**config.mk**
```make
export PLATFORM = sky130hd
export DESIGN_NAME = icache
export DESIGN_NICKNAME = d
export VERILOG_FILES = /design/src/rtl/icache.sv
export SDC_FILE = /design/constraint.sdc
export NUM_CORES = 2
export LEC_CHECK = 0
export BUFFER_PORTS_ARGS = -buffer_cell sky130_fd_sc_hd__clkbuf_2
export CAP_MARGIN = 20
export CORE_MARGIN = 2
export CORE_UTILIZATION = 30
export DETAILED_ROUTE_END_ITERATION = 7
export PLACE_DENSITY = 0.52
export SLEW_MARGIN = 20
export SYNTH_ARGS = -nofsm -noshare
export SYNTH_HDL_FRONTEND = slang
export SYNTH_SLANG_ARGS = --single-unit
```
**constraint.sdc**
```tcl
create_clock -name clk -period 5 [get_ports clk]
set_input_delay 1 -clock clk [delete_from_list [all_inputs] [get_ports clk]]
set_output_delay 1 -clock clk [all_outputs]
set_load 0.05 [all_outputs]
```
**src/rtl/icache.sv**
```systemverilog
// Direct-mapped read-only instruction cache: 2^INDEXBITS lines of four words,
// refilled word by word from main memory while the core is stalled.
module icache #(
    parameter int INDEXBITS = 4
) (
    input  logic        clk,
    input  logic        reset,
    input  logic [31:0] pc,
    output logic [31:0] instr,
    output logic        instrack,
    input  logic        flush,
    output logic        memreq,
    output logic [31:0] memadr,
    input  logic [31:0] memrdata,
    input  logic        memack
);

    localparam int LINES   = 1 << INDEXBITS;
    localparam int TAGBITS = 28 - INDEXBITS;

    typedef enum logic {IDLE, FILL} state_t;

    state_t                 state;
    logic [3:0][31:0]       data [LINES];
    logic [TAGBITS-1:0]     tags [LINES];
    logic [LINES-1:0]       valid;
    logic [TAGBITS-1:0]     filltag;
    logic [INDEXBITS-1:0]   fillindex;
    logic [1:0]             counter;
    logic                   kill;

    logic [1:0]             offset;
    logic [INDEXBITS-1:0]   index;
    logic [TAGBITS-1:0]     tag;
    logic                   unusedbits;

    assign offset     = pc[3:2];
    assign index      = pc[4+INDEXBITS-1:4];
    assign tag        = pc[31:4+INDEXBITS];
    assign unusedbits = ^pc[1:0];

    // Lookup is combinational so a hit returns the word in the same cycle as the pc.
    assign instr    = data[index][offset];
    assign instrack = (state == IDLE) && valid[index] && (tags[index] == tag);

    always_ff @(posedge clk or posedge reset) begin
        if (reset) begin
            state     <= IDLE;
            valid     <= '0;
            memreq    <= 1'b0;
            memadr    <= '0;
            counter   <= 2'd0;
            kill      <= 1'b0;
            filltag   <= '0;
            fillindex <= '0;
        end else begin
            case (state)
                IDLE: begin
                    if (flush) begin
                        valid <= '0;
                    end else if (!instrack) begin
                        filltag   <= tag;
                        fillindex <= index;
                        counter   <= 2'd0;
                        kill      <= 1'b0;
                        memreq    <= 1'b1;
                        memadr    <= {tag, index, 4'b0000};
                        state     <= FILL;
                    end
                end
                FILL: begin
                    // A flush during a fill marks the in-flight line as dead on arrival.
                    if (flush) begin
                        valid <= '0;
                        kill  <= 1'b1;
                    end
                    if (memack) begin
                        counter <= counter + 2'd1;
                        memadr  <= {filltag, fillindex, counter + 2'd1, 2'b00};
                        if (counter == 2'd3) begin
                            if (!flush && !kill) begin
                                valid[fillindex] <= 1'b1;
                            end
                            kill   <= 1'b0;
                            memreq <= 1'b0;
                            state  <= IDLE;
                        end
                    end
                end
                default: state <= IDLE;
            endcase
        end
    end

    // Line storage carries no reset; the valid bits alone decide whether it is usable.
    always_ff @(posedge clk) begin
        if (state == FILL && memack) begin
            data[fillindex][counter] <= memrdata;
            if (counter == 2'd3) begin
                tags[fillindex] <= filltag;
            end
        end
    end

endmodule

```
# Word-level counts from Yosys, hierarchy flattened
# Memories as Yosys holds them, arrays and structs flattened.
# Index checks and enable logic that the tools add are counted.
# W data, S select, Z words.
# totals
ff_bits	81
ram_bits	2432
in_bits	68
memories	2
# mem_list
name	depth	word_bits	rd	rd_ports_with_merged_regs	wr	line	rtl
data	16	128	1	0	1	24	logic [3:0][31:0] data [LINES];
tags	16	24	1	0	1	25	logic [TAGBITS-1:0] tags [LINES];
# classes
n_addsub	1
order_cmp	6
n_eq_ne	6
mux	43
bitwise_logic	4
n_reduce_logical	12
# ops
cell	count
$mux W32	5
$mux W128	1
$mux W16	5
$bmux W32 S2	1
$demux W32 S2	1
$pmux W32 S2	1
$pmux W16 S2	1
$eq A24 B24 Y1	1
$mux W1	19
$or A16 B16 Y16	1
$lt A4 B5 Y1 const B	2
$logic_and A1 B1 Y1	6
$lt A2 B3 Y1 const B	2
$mux W2	3
$ne A2 B2 Y1 const B	3
$pmux W1 S2	3
$reduce_and A3 Y1	2
$bmux W1 S4	1
$demux W1 S4	1
$ge A4 B1 Y1 const B	1
$pmux W2 S2	1
$reduce_and A4 Y1	1
$not A1 Y1	3
$add A2 B1 Y2 const B	1
other kinds (5)	6

# Logic depth before layout (Yosys ltp)
# logic_depth
depth_word	9
mapped_depth	12
ltp_nobuf	8

# Worst setup path after synthesis
# Ideal clock, no wire load.
# synth_timing
path_kind	input to output
from	input port pc[4]
to	output port instr[20]
arrival_time_ps	4146
required_ps	4000
setup_slack_ps	-146
cell_stages	11
path_buffers	7
cell_sequence	buf_4 > buf_4 > buf_4 > buf_2 > buf_2 > buf_2 > buf_2 > mux4_2 > mux4_2 > mux2i_1 > o21ai_0
# synth_via
elab_chain_cells	3
# synth_lines
item	line	rtl
from (decl)	8	input logic [31:0] pc,
$mem_v2 Z16 W128	--	
$bmux W32 S2	43	assign instr = data[index][offset];
$mux W32 (implied by the code)	43	
to (decl)	9	output logic [31:0] instr,
# Every way passes these cells. The select of a mux whose other input is x is not followed.

# Worst setup path in the final report
# Ends and elaborated chain as after synthesis.

==> results.py <==
metrics = {
    "run_status": {
        "outcome": "complete, no violations",
    },
    "final_layout": {
        "nets": 4481,
        "syn_to_final_growth_pct": 17.57,
        "drive_gt1_share_pct": 34.75,
        "final_cells": 8912,
    },
    "critical_path": {
        "regToRegStartpoint": "tags[2][4]",
        "max_stage_delay_ps": 520,
        "critPathLaunchType": "input port",
        "cp_slowest_cell": "mux4_2",
        "arrival_ps": 3860,
        "worstPathRequired_ps": 4000,
        "cp_max_fo": 27,
        "path_cells": "buf_8 > buf_12 > buf_16 > buf_4 > mux4_2 > mux4_2 > mux2i_2 > o21ai_1 > buf_12 > clkbuf_2",
        "endpoint_kind": "primary output",
        "timing.rr.end": "memadr[20]",
        "reg2reg_slack_ps": 1770,
        "worst-r2r-cell-count": 9,
        "crit_type": "in -> out",
    },
    "global_routing": {
        "grt_overflow": 0,
        "grt_max_degree": 65,
        "grt_pass1_vias": 45970,
        "grt_pass1_wl_um": 354900,
        "grt_antenna_before_repair": 31,
        "grt_usage_pct": 15.38,
    },
    "timing": {
        "rsz0062_at_grt": "yes",
        "setup_viol": 0,
        "post-route-period-util_pct": 97.11,
        "hold_viol_final": 0,
        "post-route-min-period_ps": 4855,
        "finalMaxSlewViolations": 0,
        "finClkSkew_ps": 51.97,
        "relSlewSlack_pct": 28.93,
        "fmax_mhz": 206.0,
        "whs_ps": 178.3,
        "tightest_slew_ps": 1066,
    },
    "floorplanning": {
        "rows": 208,
        "dieHeight_um": 570.7,
        "die_w_um": 570.7,
        "ios": 134,
        "initial_utilization_pct": 30.08,
        "dieArea_um2": 325700,
        "coreArea_um2": 320400,
    },
    "job": {
        "cap_violations": 0,
    },
    "routing": {
        "vias": 44450,
        "wire_per_inst_um": 28.30,
        "firstDrtPassIters": 5,
        "wirelength_um": 252200,
        "avgViaCountPerCell": 4.988,
        "initialDrtViolationCount": 4421,
        "drc": 0,
        "antenna_left": 0,
    },
    "clocking": {
        "cts_hold_buf": 0,
        "clk_pin_slew_ps": 60,
        "cts_made_buffers": 282,
        "cts_tree": "yes",
        "insertion_delay_ps": 960,
        "clockRootBuffer": "clkbuf_16",
        "cts_max_level": 5,
        "clockBufferDepth": 4,
        "clkSinkCount": 2509,
    },
    "synthesis": {
        "avgSynthCellArea_um2": 24.33,
        "synth.cell_area_um2": 96350,
        "synth.distinct_cells": 61,
        "synth_warnings": 0,
        "synthCells": 3961,
        "seq_area_frac_synth_pct": 77.79,
        "synth_edf_count": 2432,
        "ys_ff_latch": 2509,
        "ys.flop_type": "edfxtp_1",
        "ys_async_sr_fraction_pct": 3.069,
    },
    "placement": {
        "routabilityCongestion": 0.7615,
        "io_buffers": 129,
        "dp.final_hpwl_um": 143900,
        "dp_cells": 8430,
    },
    "pwr": {
        "p_leak_nw": 35.19,
        "power_mw": 48.84,
        "vdd_drop_max_v": 0.0003686,
        "p_per_area_nw_per_um2": 431.1,
    },
    "min_path": {
        "hp-class": "in -> async",
    },
}
==> power by group <==
part | internal, mW | total, mW | switching, mW | leakage, nW
combinational | 1.55 | 4.63 | 3.08 | 8.26
sequential | 24.3 | 25.0 | 0.675 | 22.8
clock | 11.3 | 19.2 | 7.92 | 4.11
total | 37.2 | 48.8 | 11.7 | 35.2
==> layout by cell type, fill, tap and decap left out, drive strengths merged, types with 9 or more instances in the layout <==
cell type / instances
a31oi: 15
buf: 277
bufinv: 12
clkbuf: 470
clkinv: 88
dfrtp: 77
diode: 9
edfxtp: 2432
inv: 15
mux2: 84
mux2i: 53
mux4: 760
nand2: 48
nand3: 12
nor2: 106
nor2b: 13
nor3: 9
o21ai: 21
xnor2: 17
==> cells in the mapped netlist, types with 9 or more instances <==
cell,n,area [um^2]
mux2_1,57,641.9
edfxtp_1,2432,73030
nand2_1,48,180.2
xnor2_1,17,148.9
nor2b_1,13,81.33
a31oi_1,15,93.84
mux2i_1,53,530.5
mux2_2,27,304.0
inv_1,12,45.04
buf_2,75,375.4
dfrtp_1,77,1927
buf_1,22,82.58
nor3_1,9,45.04
mux4_2,760,17120
buf_4,9,67.56
clkbuf_1,105,394.1
o21ai_0,21,105.1
nand3_1,12,60.06
nor2_1,106,397.9
==> registers in the layout, indices dropped and copies added, names as in the netlist <==
signal	cells
memadr	29
state	1
kill	1
valid	16
memreq	1
tags	384
filltag	24
data	2048
fillindex	4
counter	1
==> metrics by stage <==
| stage | instance area, um^2 | setup slack [ps] | util [%] | TNS, ps |
|---|---|---|---|---|
| 2_1_floorplan | 96380 | 71.65 | - | 0 |
| 3_3_place_gp | 104700 | 60.15 | 32.70 | 0 |
| 3_5_place_dp | 104800 | 51.49 | 32.70 | 0 |
| 4_1_cts | 113200 | 48.72 | 35.34 | 0 |
| 5_1_grt | 113300 | -11.57 | 35.35 | -11.57 |
| 6_report | 113300 | 144.6 | 35.36 | 0 |
==> layer usage <==
layer  GRT usage [%]  wire, um  share of wire [%]  up-vias
met4           3.545      4723                1.9       24
met5               0       162              0.064        -
met2           25.51    124400                 49     1406
met1           21.13    107800                 43    24720
li1                -         -                  -    17990
met3           2.597     15020                6.0      314
==> kinds of logic (layout without fill, tap and decap cells) <==
| family | count (synthesis) | after routing | share of synthesized area (%) |
|---|---|---|---|
| AO/OA/AOI/OAI | 90 | 90 | 0.6415 |
| XOR/XNOR | 21 | 21 | 0.1909 |
| adder cells (fa/ha/maj) | 4 | 4 | 0.05194 |
| buffers and inverters | 230 | 866 | 1.067 |
| flip-flops | 2509 | 2509 | 77.79 |
| multiplexers | 897 | 897 | 19.30 |
| other | 1 | 11 | 0.003892 |
| AND/OR/NAND/NOR | 209 | 209 | 0.9532 |
==> worst max-delay path: cells and delay by family <==
family,cells,cell delay (ps)
buf+inv,6,1370
compound gates,1,170
mux,3,1250
==> worst max-delay path by stage <==
| stage | to | startpoint | slack (ps) | depth (start not counted) |
|---|---|---|---|---|
| after floorplan | instr[20] | pc[4] | 70 | 11 |
| after global placement | instr[20] | pc[4] | 60 | 10 |
| after detailed placement | instr[20] | pc[4] | 50 | 10 |
| after CTS | instrack | pc[4] | 50 | 10 |
| after global routing | instrack | pc[4] | -10 | 10 |
| final | instr[20] | pc[4] | 140 | 10 |
==> layout make-up <==
class / count / area [um^2]
Multi-Input combinational cell: 1223 / 20920
Antenna cell: 9 / 22.52
Tap cell: 4305 / 5386
Timing Repair Buffer: 379 / 3510
Clock inverter: 105 / 813.3
Sequential cell: 2509 / 74960
Fill cell: 29300 / 207100
Inverter: 14 / 55.05
Clock buffer: 368 / 7621
==> timing repair <==
action | in CTS | in global routing
resized for setup | 0 | 5
endpoints found under the setup margin | 0 | 3
setup buffers | 0 | 0
(Power assumes the default switching activity.)
